**src/rtl/dm_access_ctrl_if.sv**
```systemverilog
// Handshaked data-memory / bridge bus between the MEM-stage access
// controller (master) and the memory or bus bridge (slave).
interface dm_access_ctrl_if;
    logic        bus_req;
    logic        bus_we;
    logic [31:0] bus_addr;
    logic [3:0]  bus_be;
    logic [31:0] bus_wdata;
    logic        bus_ack;
    logic [31:0] bus_rdata;

    modport master (
        output bus_req, bus_we, bus_addr, bus_be, bus_wdata,
        input  bus_ack, bus_rdata
    );

    modport slave (
        input  bus_req, bus_we, bus_addr, bus_be, bus_wdata,
        output bus_ack, bus_rdata
    );
endinterface

```
**src/rtl/dm_access_ctrl.sv**
```systemverilog
// MEM-stage data-memory access controller. Launches one bus transaction per
// aligned load/store, freezes the pipeline until it completes (or times out),
// flags misaligned accesses and hands the raw load word plus its DEXT opcode
// and low address bits to the load-extension unit.
module dm_access_ctrl #(
    parameter int unsigned TIMEOUT = 16
) (
    input  logic                    clk,
    input  logic                    reset,
    input  logic                    mem_rd,
    input  logic                    mem_wr,
    input  logic [2:0]              mem_op,
    input  logic [31:0]             addr,
    input  logic [31:0]             wdata,
    output logic                    stall,
    dm_access_ctrl_if.master        bus,
    output logic [31:0]             ld_data,
    output logic [2:0]              dext_op,
    output logic [1:0]              addr2,
    output logic                    ld_valid,
    output logic                    exc_adel,
    output logic                    exc_ades,
    output logic                    bus_err
);

    typedef enum logic [1:0] {
        IDLE = 2'd0,
        REQ  = 2'd1,
        DONE = 2'd2
    } state_t;

    localparam logic [7:0] TIMER_LAST = 8'(TIMEOUT - 1);

    state_t      state;
    state_t      state_nx;
    logic [7:0]  timer;
    logic [2:0]  op_eff;
    logic        access;
    logic        misaligned;
    logic        stall_c;
    logic        timeout_hit;

    // Op 7 is undefined in the DEXT encoding; it behaves as a plain word access.
    function automatic logic [2:0] norm_op(input logic [2:0] op);
        return (op == 3'd7) ? 3'd0 : op;
    endfunction

    function automatic logic is_misaligned(input logic [2:0] op, input logic [1:0] a);
        logic mis;
        case (op)
            3'd0:       mis = (a != 2'd0);
            3'd1, 3'd2: mis = a[0];
            default:    mis = 1'b0;
        endcase
        return mis;
    endfunction

    // Byte-lane enables; loads always fetch the whole word.
    function automatic logic [3:0] lane_be(input logic [2:0] op, input logic [1:0] a,
                                           input logic is_store);
        logic [3:0] be;
        if (!is_store) begin
            be = 4'b1111;
        end else begin
            case (op)
                3'd1, 3'd2: be = a[1] ? 4'b1100 : 4'b0011;
                3'd3, 3'd4: be = 4'b0001 << a;
                3'd5: begin
                    case (a)
                        2'd0:    be = 4'b0001;
                        2'd1:    be = 4'b0011;
                        2'd2:    be = 4'b0111;
                        default: be = 4'b1111;
                    endcase
                end
                3'd6: begin
                    case (a)
                        2'd0:    be = 4'b1111;
                        2'd1:    be = 4'b1110;
                        2'd2:    be = 4'b1100;
                        default: be = 4'b1000;
                    endcase
                end
                default: be = 4'b1111;
            endcase
        end
        return be;
    endfunction

    // Replicate or shift the store data so each enabled lane carries its byte.
    function automatic logic [31:0] lane_wdata(input logic [2:0] op, input logic [1:0] a,
                                               input logic [31:0] d);
        logic [31:0] w;
        case (op)
            3'd1, 3'd2: w = {2{d[15:0]}};
            3'd3, 3'd4: w = {4{d[7:0]}};
            3'd5: begin
                case (a)
                    2'd0:    w = {24'd0, d[31:24]};
                    2'd1:    w = {16'd0, d[31:16]};
                    2'd2:    w = {8'd0,  d[31:8]};
                    default: w = d;
                endcase
            end
            3'd6: begin
                case (a)
                    2'd0:    w = d;
                    2'd1:    w = {d[23:0], 8'd0};
                    2'd2:    w = {d[15:0], 16'd0};
                    default: w = {d[7:0],  24'd0};
                endcase
            end
            default: w = d;
        endcase
        return w;
    endfunction

    assign op_eff      = norm_op(mem_op);
    assign access      = mem_rd | mem_wr;
    assign misaligned  = is_misaligned(op_eff, addr[1:0]);
    assign timeout_hit = (state == REQ) && !bus.bus_ack && (timer == TIMER_LAST);

    // Held low during reset so the pipeline is never frozen while the controller is idle-forced.
    assign stall = stall_c & reset;

    // State register.
    always_ff @(posedge clk or negedge reset) begin
        if (!reset) begin
            state <= IDLE;
        end else begin
            state <= state_nx;
        end
    end

    // Next-state and combinational stall.
    always_comb begin
        state_nx = state;
        stall_c  = 1'b0;
        case (state)
            IDLE: begin
                if (access && !misaligned) begin
                    stall_c  = 1'b1;
                    state_nx = REQ;
                end
            end
            REQ: begin
                stall_c = 1'b1;
                if (bus.bus_ack || timeout_hit) begin
                    state_nx = DONE;
                end
            end
            DONE: begin
                state_nx = IDLE;
            end
            default: begin
                state_nx = IDLE;
            end
        endcase
    end

    // Bus launch/hold, load capture, timeout counting and one-cycle event pulses.
    always_ff @(posedge clk or negedge reset) begin
        if (!reset) begin
            bus.bus_req   <= 1'b0;
            bus.bus_we    <= 1'b0;
            bus.bus_addr  <= 32'd0;
            bus.bus_be    <= 4'd0;
            bus.bus_wdata <= 32'd0;
            ld_data       <= 32'd0;
            dext_op       <= 3'd0;
            addr2         <= 2'd0;
            ld_valid      <= 1'b0;
            exc_adel      <= 1'b0;
            exc_ades      <= 1'b0;
            bus_err       <= 1'b0;
            timer         <= 8'd0;
        end else begin
            ld_valid <= 1'b0;
            exc_adel <= 1'b0;
            exc_ades <= 1'b0;
            bus_err  <= 1'b0;
            case (state)
                IDLE: begin
                    if (access) begin
                        if (misaligned) begin
                            exc_adel <= mem_rd;
                            exc_ades <= mem_wr;
                        end else begin
                            bus.bus_req   <= 1'b1;
                            bus.bus_we    <= mem_wr;
                            bus.bus_addr  <= {addr[31:2], 2'b00};
                            bus.bus_be    <= lane_be(op_eff, addr[1:0], mem_wr);
                            bus.bus_wdata <= lane_wdata(op_eff, addr[1:0], wdata);
                            dext_op       <= op_eff;
                            addr2         <= addr[1:0];
                            timer         <= 8'd0;
                        end
                    end
                end
                REQ: begin
                    if (bus.bus_ack) begin
                        bus.bus_req <= 1'b0;
                        if (!bus.bus_we) begin
                            ld_data  <= bus.bus_rdata;
                            ld_valid <= 1'b1;
                        end
                    end else if (timeout_hit) begin
                        bus.bus_req <= 1'b0;
                        bus_err     <= 1'b1;
                        ld_data     <= 32'd0;
                    end else begin
                        timer <= timer + 8'd1;
                    end
                end
                default: begin
                end
            endcase
        end
    end

endmodule

```
**src/flat_wrapper.sv**
```systemverilog
// flat-port wrapper written by rule: the top's interface ports become plain ports
module dm_access_ctrl_flat 
#(
    parameter int unsigned TIMEOUT = 16
)
  (clk, reset, mem_rd, mem_wr, mem_op, addr, wdata, stall, ld_data, dext_op, addr2, ld_valid, exc_adel, exc_ades, bus_err, bus_bus_req, bus_bus_we, bus_bus_addr, bus_bus_be, bus_bus_wdata, bus_bus_ack, bus_bus_rdata);
  dm_access_ctrl_if bus_i ();
  input  logic clk;
  input  logic reset;
  input  logic mem_rd;
  input  logic mem_wr;
  input  logic [2:0] mem_op;
  input  logic [31:0] addr;
  input  logic [31:0] wdata;
  output logic stall;
  output logic [31:0] ld_data;
  output logic [2:0] dext_op;
  output logic [1:0] addr2;
  output logic ld_valid;
  output logic exc_adel;
  output logic exc_ades;
  output logic bus_err;
  output wire logic [$bits(bus_i.bus_req)-1:0] bus_bus_req;
  output wire logic [$bits(bus_i.bus_we)-1:0] bus_bus_we;
  output wire logic [$bits(bus_i.bus_addr)-1:0] bus_bus_addr;
  output wire logic [$bits(bus_i.bus_be)-1:0] bus_bus_be;
  output wire logic [$bits(bus_i.bus_wdata)-1:0] bus_bus_wdata;
  input wire logic [$bits(bus_i.bus_ack)-1:0] bus_bus_ack;
  input wire logic [$bits(bus_i.bus_rdata)-1:0] bus_bus_rdata;
  assign bus_bus_req = bus_i.bus_req;
  assign bus_bus_we = bus_i.bus_we;
  assign bus_bus_addr = bus_i.bus_addr;
  assign bus_bus_be = bus_i.bus_be;
  assign bus_bus_wdata = bus_i.bus_wdata;
  assign bus_i.bus_ack = bus_bus_ack;
  assign bus_i.bus_rdata = bus_bus_rdata;
  dm_access_ctrl #(.TIMEOUT(TIMEOUT)) u_core (.clk(clk), .reset(reset), .mem_rd(mem_rd), .mem_wr(mem_wr), .mem_op(mem_op), .addr(addr), .wdata(wdata), .stall(stall), .bus(bus_i), .ld_data(ld_data), .dext_op(dext_op), .addr2(addr2), .ld_valid(ld_valid), .exc_adel(exc_adel), .exc_ades(exc_ades), .bus_err(bus_err));
endmodule
```
**config.mk**
```make
export PLATFORM = sky130hd
export DESIGN_NAME = dm_access_ctrl_flat
export DESIGN_NICKNAME = d
export VERILOG_FILES = /design/src/rtl/dm_access_ctrl_if.sv /design/src/rtl/dm_access_ctrl.sv /design/src/flat_wrapper.sv
export SDC_FILE = /design/constraint.sdc
export NUM_CORES = 1
export LEC_CHECK = 0
export BUFFER_PORTS_ARGS = -buffer_cell sky130_fd_sc_hd__buf_2
export CORE_MARGIN = 8
export CORE_UTILIZATION = 51
export DETAILED_ROUTE_END_ITERATION = 8
export PLACE_DENSITY = 0.81
export SKIP_LAST_GASP = 1
export SYNTH_ARGS = -nofsm -noshare
export SYNTH_HDL_FRONTEND = slang
export SYNTH_SLANG_ARGS = --single-unit
```
**constraint.sdc**
```tcl
create_clock -name clk -period 2 [get_ports clk]
set_input_delay 0.2 -clock clk [delete_from_list [all_inputs] [get_ports clk]]
set_output_delay 0.2 -clock clk [all_outputs]
set_load 0.005 [all_outputs]
```
==> results of run 1 <==
cell usage in the layout (no fill, tap or decap), drive strengths merged, types with 5 or more instances in the layout:
cell type	instances
nor2b	7
clkbuf	20
a221oi	25
dlygate4sd3	30
inv	34
bufinv	5
a32oi	9
nand2b	11
o21ai	89
mux2i	34
nor2	41
o22ai	12
nand2	145
a21oi	25
nand3	40
and3	6
o221ai	5
dfrtp	119
buf	246
registers in the layout (all words and copies together), names as in the netlist:
name,flops
u_core.addr2,2
u_core.bus.bus_addr,30
u_core.bus.bus_be,4
u_core.bus.bus_req,1
u_core.bus.bus_wdata,32
u_core.bus.bus_we,1
u_core.bus_err,1
u_core.dext_op,3
u_core.exc_adel,1
u_core.exc_ades,1
u_core.ld_data,32
u_core.ld_valid,1
u_core.state,2
u_core.timer,8
cells in the mapped netlist (4+ instances only):
| master | count | area [um^2] |
|---|---|---|
| nor3_1 | 4 | 20.02 |
| o21a_1 | 4 | 30.03 |
| buf_4 | 14 | 105.1 |
| dfrtp_1 | 119 | 2978 |
| buf_2 | 21 | 105.1 |
| a22oi_1 | 4 | 30.03 |
| inv_1 | 34 | 127.6 |
| clkbuf_1 | 10 | 37.54 |
| a221oi_1 | 24 | 210.2 |
| a32oi_1 | 9 | 78.83 |
| mux2i_1 | 34 | 340.3 |
| nand2_1 | 144 | 540.5 |
| nor2_1 | 40 | 150.1 |
| o22ai_1 | 12 | 75.07 |
| nor2b_1 | 7 | 43.79 |
| nand2b_1 | 11 | 68.82 |
| a21oi_1 | 24 | 120.1 |
| and3_1 | 6 | 37.54 |
| mux2_2 | 4 | 45.04 |
| o21ai_1 | 17 | 85.08 |
| o21ai_0 | 71 | 355.3 |
| buf_6 | 8 | 90.09 |
| nand3_1 | 40 | 200.2 |
| o221ai_1 | 4 | 35.03 |
where the power goes:
part | internal (mW) | leakage [nW] | switching (mW)
clock network | 2.24 | 0.306 | 1.08
logic | 1.58 | 2.50 | 2.05
registers | 3.38 | 1.50 | 0.511
stage by stage:
step	hold WS, ns	cell area [um^2]
2_1_floorplan	-0.09559	6356
3_3_place_gp	0.3828	7634
3_5_place_dp	0.3827	7634
4_1_cts	0.005910	8581
5_1_grt	0.01650	8583
6_report	0.02419	8583
area by class of cell:
type                    count  area, um^2  area share, %
inverters                  34       127.6          1.487
well taps                 168       210.2          2.449
diodes                      1       2.502        0.02915
flip-flops and latches    119        2978          34.69
clock buffers              20       446.7          5.204
clock inverters            12       200.2          2.332
repair buffers            276        1704          19.85
multi-input cells         509        2914          33.95
path summary, 6_finish.rpt:
path | endpoint
setup / recovery | u_core.ld_data[25]
max in group asynchronous | u_core.timer[3]
setup reg to reg | u_core.ld_data[25]
hold reg to reg | u_core.dext_op[1]
min in group asynchronous | u_core.ld_valid
hold / removal | u_core.bus_err
metal layers:
| metal | share of wire [%] | vias to the layer above | wire [um] |
|---|---|---|---|
| met5 | 0.097 | - | 20 |
| met4 | 2.7 | 4 | 560 |
| met3 | 9.9 | 54 | 2033 |
| met2 | 47 | 360 | 9563 |
| met1 | 41 | 3030 | 8364 |
| li1 | - | 3001 | - |
logic make-up (layout without fill, tap and decap cells):
kind of cell / after synthesis / after routing / share of synthesized area (%)
and+or+nand+nor: 270 / 270 / 19.07
AOI/OAI and AO/OA: 196 / 196 / 20.05
DFF: 119 / 119 / 46.88
buffers and inverters: 88 / 342 / 7.406
muxes: 38 / 38 / 6.067
xor gates and xnor gates: 2 / 2 / 0.2758
adders and majority gates: 1 / 1 / 0.1969
other: 1 / 3 / 0.05903
==> flow_metrics.py, run 1 <==
metrics = {
    "worst_setup_path": {
        "cpMaxStageDelayCell": "dfrtp_1",
        "r2r_slack_ns": 0.14,
        "worstReg2RegStart": "u_core.timer[0]",
        "reg2reg_depth": 7,
        "cp-start-kind": "flop",
        "cpLargestDelayFamily": "simple AND/OR/NAND/NOR gates",
        "path_depth": 7,
        "end_kind": "flop",
        "cp_num_buf_inv": 1,
        "critical_path_class": "reg -> reg",
        "arrival_ns": 2.16,
        "cp_max_fo": 64,
        "critical_path.cell_chain": "ha_1 > and3_1 > nand3b_1 > a21oi_4 > buf_12 > nand3_1 > o21ai_1",
        "cp_slowest_stage_delay_ns": 0.38,
        "crit_start": "u_core.timer[0]",
        "critical_path_required_ns": 2.31,
    },
    "cells_and_area": {
        "fillCellCount": 960,
        "fin_nets": 1062,
        "finish.utilization_pct": 70.87,
        "drive_gt1_share_pct": 30.72,
        "final-instance-count-excl-fill": 1139,
        "area_delta_synth_final_pct": 35.12,
    },
    "timing": {
        "post-route-period-util_pct": 92.92,
        "finalSetupTns_ns": 0,
        "fin_ws_ns": 0.1416,
        "finalCriticalPeriod_ns": 1.858,
        "finalClockSkew_ns": 0.006828,
        "rsz0062_at_grt": "no",
        "tightest_slew_ns": 0.6466,
        "slew_headroom_pct": 56.70,
        "drv_slew": 0,
        "setup_viol": 0,
        "finalHoldViolCount": 0,
        "fmaxAchievable_ghz": 0.5381,
    },
    "yosys": {
        "ys_types": 62,
        "yosysWarnings": 0,
        "async_reset_ff_share_pct": 100.0,
        "ys.flop_type": "dfrtp_1",
        "synth-edff-count": 0,
        "syn_inst": 715,
        "syn_area_um2": 6352,
        "ys_seq_area_share_pct": 46.88,
        "ys_ff_latch": 119,
        "avgSynthCellArea_um2": 8.884,
    },
    "clocking": {
        "clk_pin_slew_ns": 0.05,
        "cts_hold_buf": 30,
        "clk_latency_ns": 0.40,
        "clockRootBuffer": "clkbuf_16",
        "cts_buffers": 17,
        "htree_levels": 4,
        "cts_buffer_depth": 2,
        "cts_tree": "yes",
        "cts_resized": 0,
        "clock-sinks": 119,
        "post-cts-setup-buffer-count": 0,
    },
    "route": {
        "drc": 0,
        "drtIter0Drc": 588,
        "wire_per_inst_um": 18.04,
        "ant_nets": 0,
        "via_count": 6449,
        "dr.pass1.iters": 5,
        "routed_wl_um": 20540,
        "detail_route.vias_per_cell": 5.662,
    },
    "placement": {
        "portBuffers": 213,
        "gp_congestion": 0.9726,
        "dp_cells": 1076,
        "dp_slack_ns": 0.09635,
        "place_hpwl_um": 14100,
    },
    "grt": {
        "grt_max_degree": 120,
        "grt_use_met2_pct": 39.22,
        "top_usage_layer": "met2",
        "grt_util_met1_pct": 31.65,
        "grtUsageMet3_pct": 7.737,
        "grt_pass1_vias": 6092,
        "grt_usage_pct": 25.02,
        "overflow": 0,
        "grt_pass1_wl_um": 32490,
        "antenna_found_initial": 3,
    },
    "min_path": {
        "min_path_type": "in -> reg",
        "whs_path_depth": 2,
        "min-delay-start": "bus_bus_ack",
    },
    "floorplanning": {
        "coreArea_um2": 12110,
        "start_util_pct": 52.45,
        "num_rows": 40,
        "pin_count": 216,
        "die_x_um": 127.6,
        "die-area_um2": 16280,
        "die_height_um": 127.6,
    },
    "power_and_ir_drop": {
        "ir_drop_v": 0.0007871,
        "leakagePower_nw": 4.302,
        "powerDensity_nw_per_um2": 1264,
        "power_mw": 10.85,
    },
    "run_status": {
        "status": "finished clean",
    },
    "job": {
        "max_cap_violations": 0,
    },
}
(Power assumes the default switching activity.)
==> run 2: changes to the inputs <==
==> constraint.sdc (replaced) <==
create_clock -name clk -period 2 [get_ports clk]
set_input_delay 0.5 -clock clk [delete_from_list [all_inputs] [get_ports clk]]
set_output_delay 0.5 -clock clk [all_outputs]
set_load 0.005 [all_outputs]
==> flow_metrics.py, run 2 (synthesis results as in run 1) <==
metrics = {
    "route": {
        "ant_nets": 0,
        "drtIter0Drc": 567,
        "via_count": 6448,
        "routed_wl_um": 20510,
        "wire_per_inst_um": 17.82,
        "detail_route.vias_per_cell": 5.602,
        "dr.pass1.iters": 5,
        "drc": 0,
    },
    "clocking": {
        "clockRootBuffer": "clkbuf_16",
        "clk_latency_ns": 0.41,
        "clk_pin_slew_ns": 0.05,
        "cts_buffers": 17,
        "htree_levels": 4,
        "clock-sinks": 119,
        "cts_hold_buf": 0,
        "cts_buffer_depth": 2,
        "cts_tree": "yes",
    },
    "timing": {
        "fin_ws_ns": -0.03710,
        "holdWs_ns": 0.2085,
        "rsz0062_at_grt": "yes",
        "fmaxAchievable_ghz": 0.4909,
        "finalHoldViolCount": 0,
        "drv_slew": 0,
        "slew_headroom_pct": 42.31,
        "setup_viol": 1,
        "finalClockSkew_ns": 0.006449,
        "finalCriticalPeriod_ns": 2.037,
        "post-route-period-util_pct": 101.9,
        "tightest_slew_ns": 0.8607,
    },
    "power_and_ir_drop": {
        "ir_drop_v": 0.0008134,
        "leakagePower_nw": 4.354,
        "powerDensity_nw_per_um2": 1239,
        "power_mw": 10.61,
    },
    "placement": {
        "gp_congestion": 0.9510,
        "dp_slack_ns": -0.3026,
        "place_hpwl_um": 14830,
        "placed_area_um2": 7894,
        "dp_cells": 1114,
        "portBuffers": 213,
    },
    "cells_and_area": {
        "fin_area_um2": 8567,
        "area_delta_synth_final_pct": 34.86,
        "reg_top3": "u_core.bus.bus_wdata: 32 flops, u_core.ld_data: 32 flops, u_core.bus.bus_addr: 30 flops",
        "final-instance-count-excl-fill": 1151,
        "layout_common_cells": "buf_2, nand2_1, dfrtp_1",
        "drive_gt1_share_pct": 35.03,
        "fillCellCount": 959,
        "fin_nets": 1074,
        "mostFrequentLayoutCell": "buf_2",
    },
    "grt": {
        "grt_max_degree": 120,
        "grt_pass1_wl_um": 31800,
        "grt_usage_pct": 24.53,
        "antenna_found_initial": 2,
        "overflow": 0,
        "grt_pass1_vias": 6119,
    },
    "worst_setup_path": {
        "arrival_ns": 1.54,
        "cp_num_buf_inv": 2,
        "cpMaxStageDelayCell": "o221ai_2",
        "end_kind": "primary output",
        "cp_slowest_stage_delay_ns": 0.21,
        "critical_path_required_ns": 1.50,
        "critical_path.cell_chain": "buf_12 > and2b_1 > o221ai_2 > o21ai_2 > o21bai_1 > and3b_1 > buf_2",
        "cp_max_fo": 5,
        "critical_path_class": "in -> out",
        "cp-start-kind": "input port",
        "cpLargestDelayFamily": "compound AO/OA/AOI/OAI gates",
    },
    "min_path": {
        "min_path_type": "in -> async",
    },
    "floorplanning": {
        "num_rows": 40,
        "start_util_pct": 52.45,
        "die-area_um2": 16280,
        "die_height_um": 127.6,
        "pin_count": 216,
        "coreArea_um2": 12110,
        "die_x_um": 127.6,
    },
    "run_status": {
        "violations": "setup timing",
        "status": "finished, violations left",
    },
    "job": {
        "max_cap_violations": 0,
    },
}
-- run 2: stage by stage --
| step | util (%) | TNS, ns |
|---|---|---|
| 2_1_floorplan | - | 0 |
| 3_3_place_gp | 65.18 | -5.239 |
| 3_5_place_dp | 65.18 | -6.591 |
| 4_1_cts | 70.34 | -0.03035 |
| 5_1_grt | 70.71 | -0.1010 |
| 6_report | 70.73 | -0.03710 |
-- run 2: final cells by class --
type	instances	area, um^2	area share [%]
well taps	168	210.2	2.454
clock inverters	12	151.4	1.767
inverters	34	127.6	1.490
diodes	1	2.502	0.02921
multi-input cells	509	2932	34.22
flip-flops and latches	119	2978	34.76
clock buffers	20	446.7	5.214
repair buffers	288	1719	20.07
-- run 2: report_power, final --
part	internal, mW	switching [mW]
clock network	1.99	1.08
registers	3.38	0.501
logic	1.60	2.06
-- run 2: final timing paths --
kind,startpoint,to,slack (ns),cells past startpoint
max,mem_op[0],stall,-0.04,7
min,reset,u_core.bus.bus_be[1],0.21,2
max reg2reg,u_core.timer[0],u_core.ld_data[3],0.17,7
min reg2reg,u_core.dext_op[2],u_core.dext_op[2],0.47,2
max in group asynchronous,reset,u_core.ld_data[27],1.37,2
min in group clk,addr[9],u_core.bus.bus_addr[9],0.28,3
-- run 2: layer usage --
| metal | part of all wire (%) | up-vias | track usage (%) |
|---|---|---|---|
| met5 | 0.088 | - | 0 |
| met4 | 2.0 | 4 | 8.112 |
| met3 | 9.7 | 43 | 7.571 |
| met2 | 47 | 323 | 39.29 |
| met1 | 42 | 3052 | 30.91 |
| li1 | - | 3026 | - |
-- run 2: repair_timing --
item | CTS | global route
pin swaps | 3 | 3
setup endpoints to repair | 1 | 13
endpoints found under the hold margin | 0 | 0
setup buffers | 1 | 3
gates cloned | 0 | 0
gates resized for setup | 7 | 6
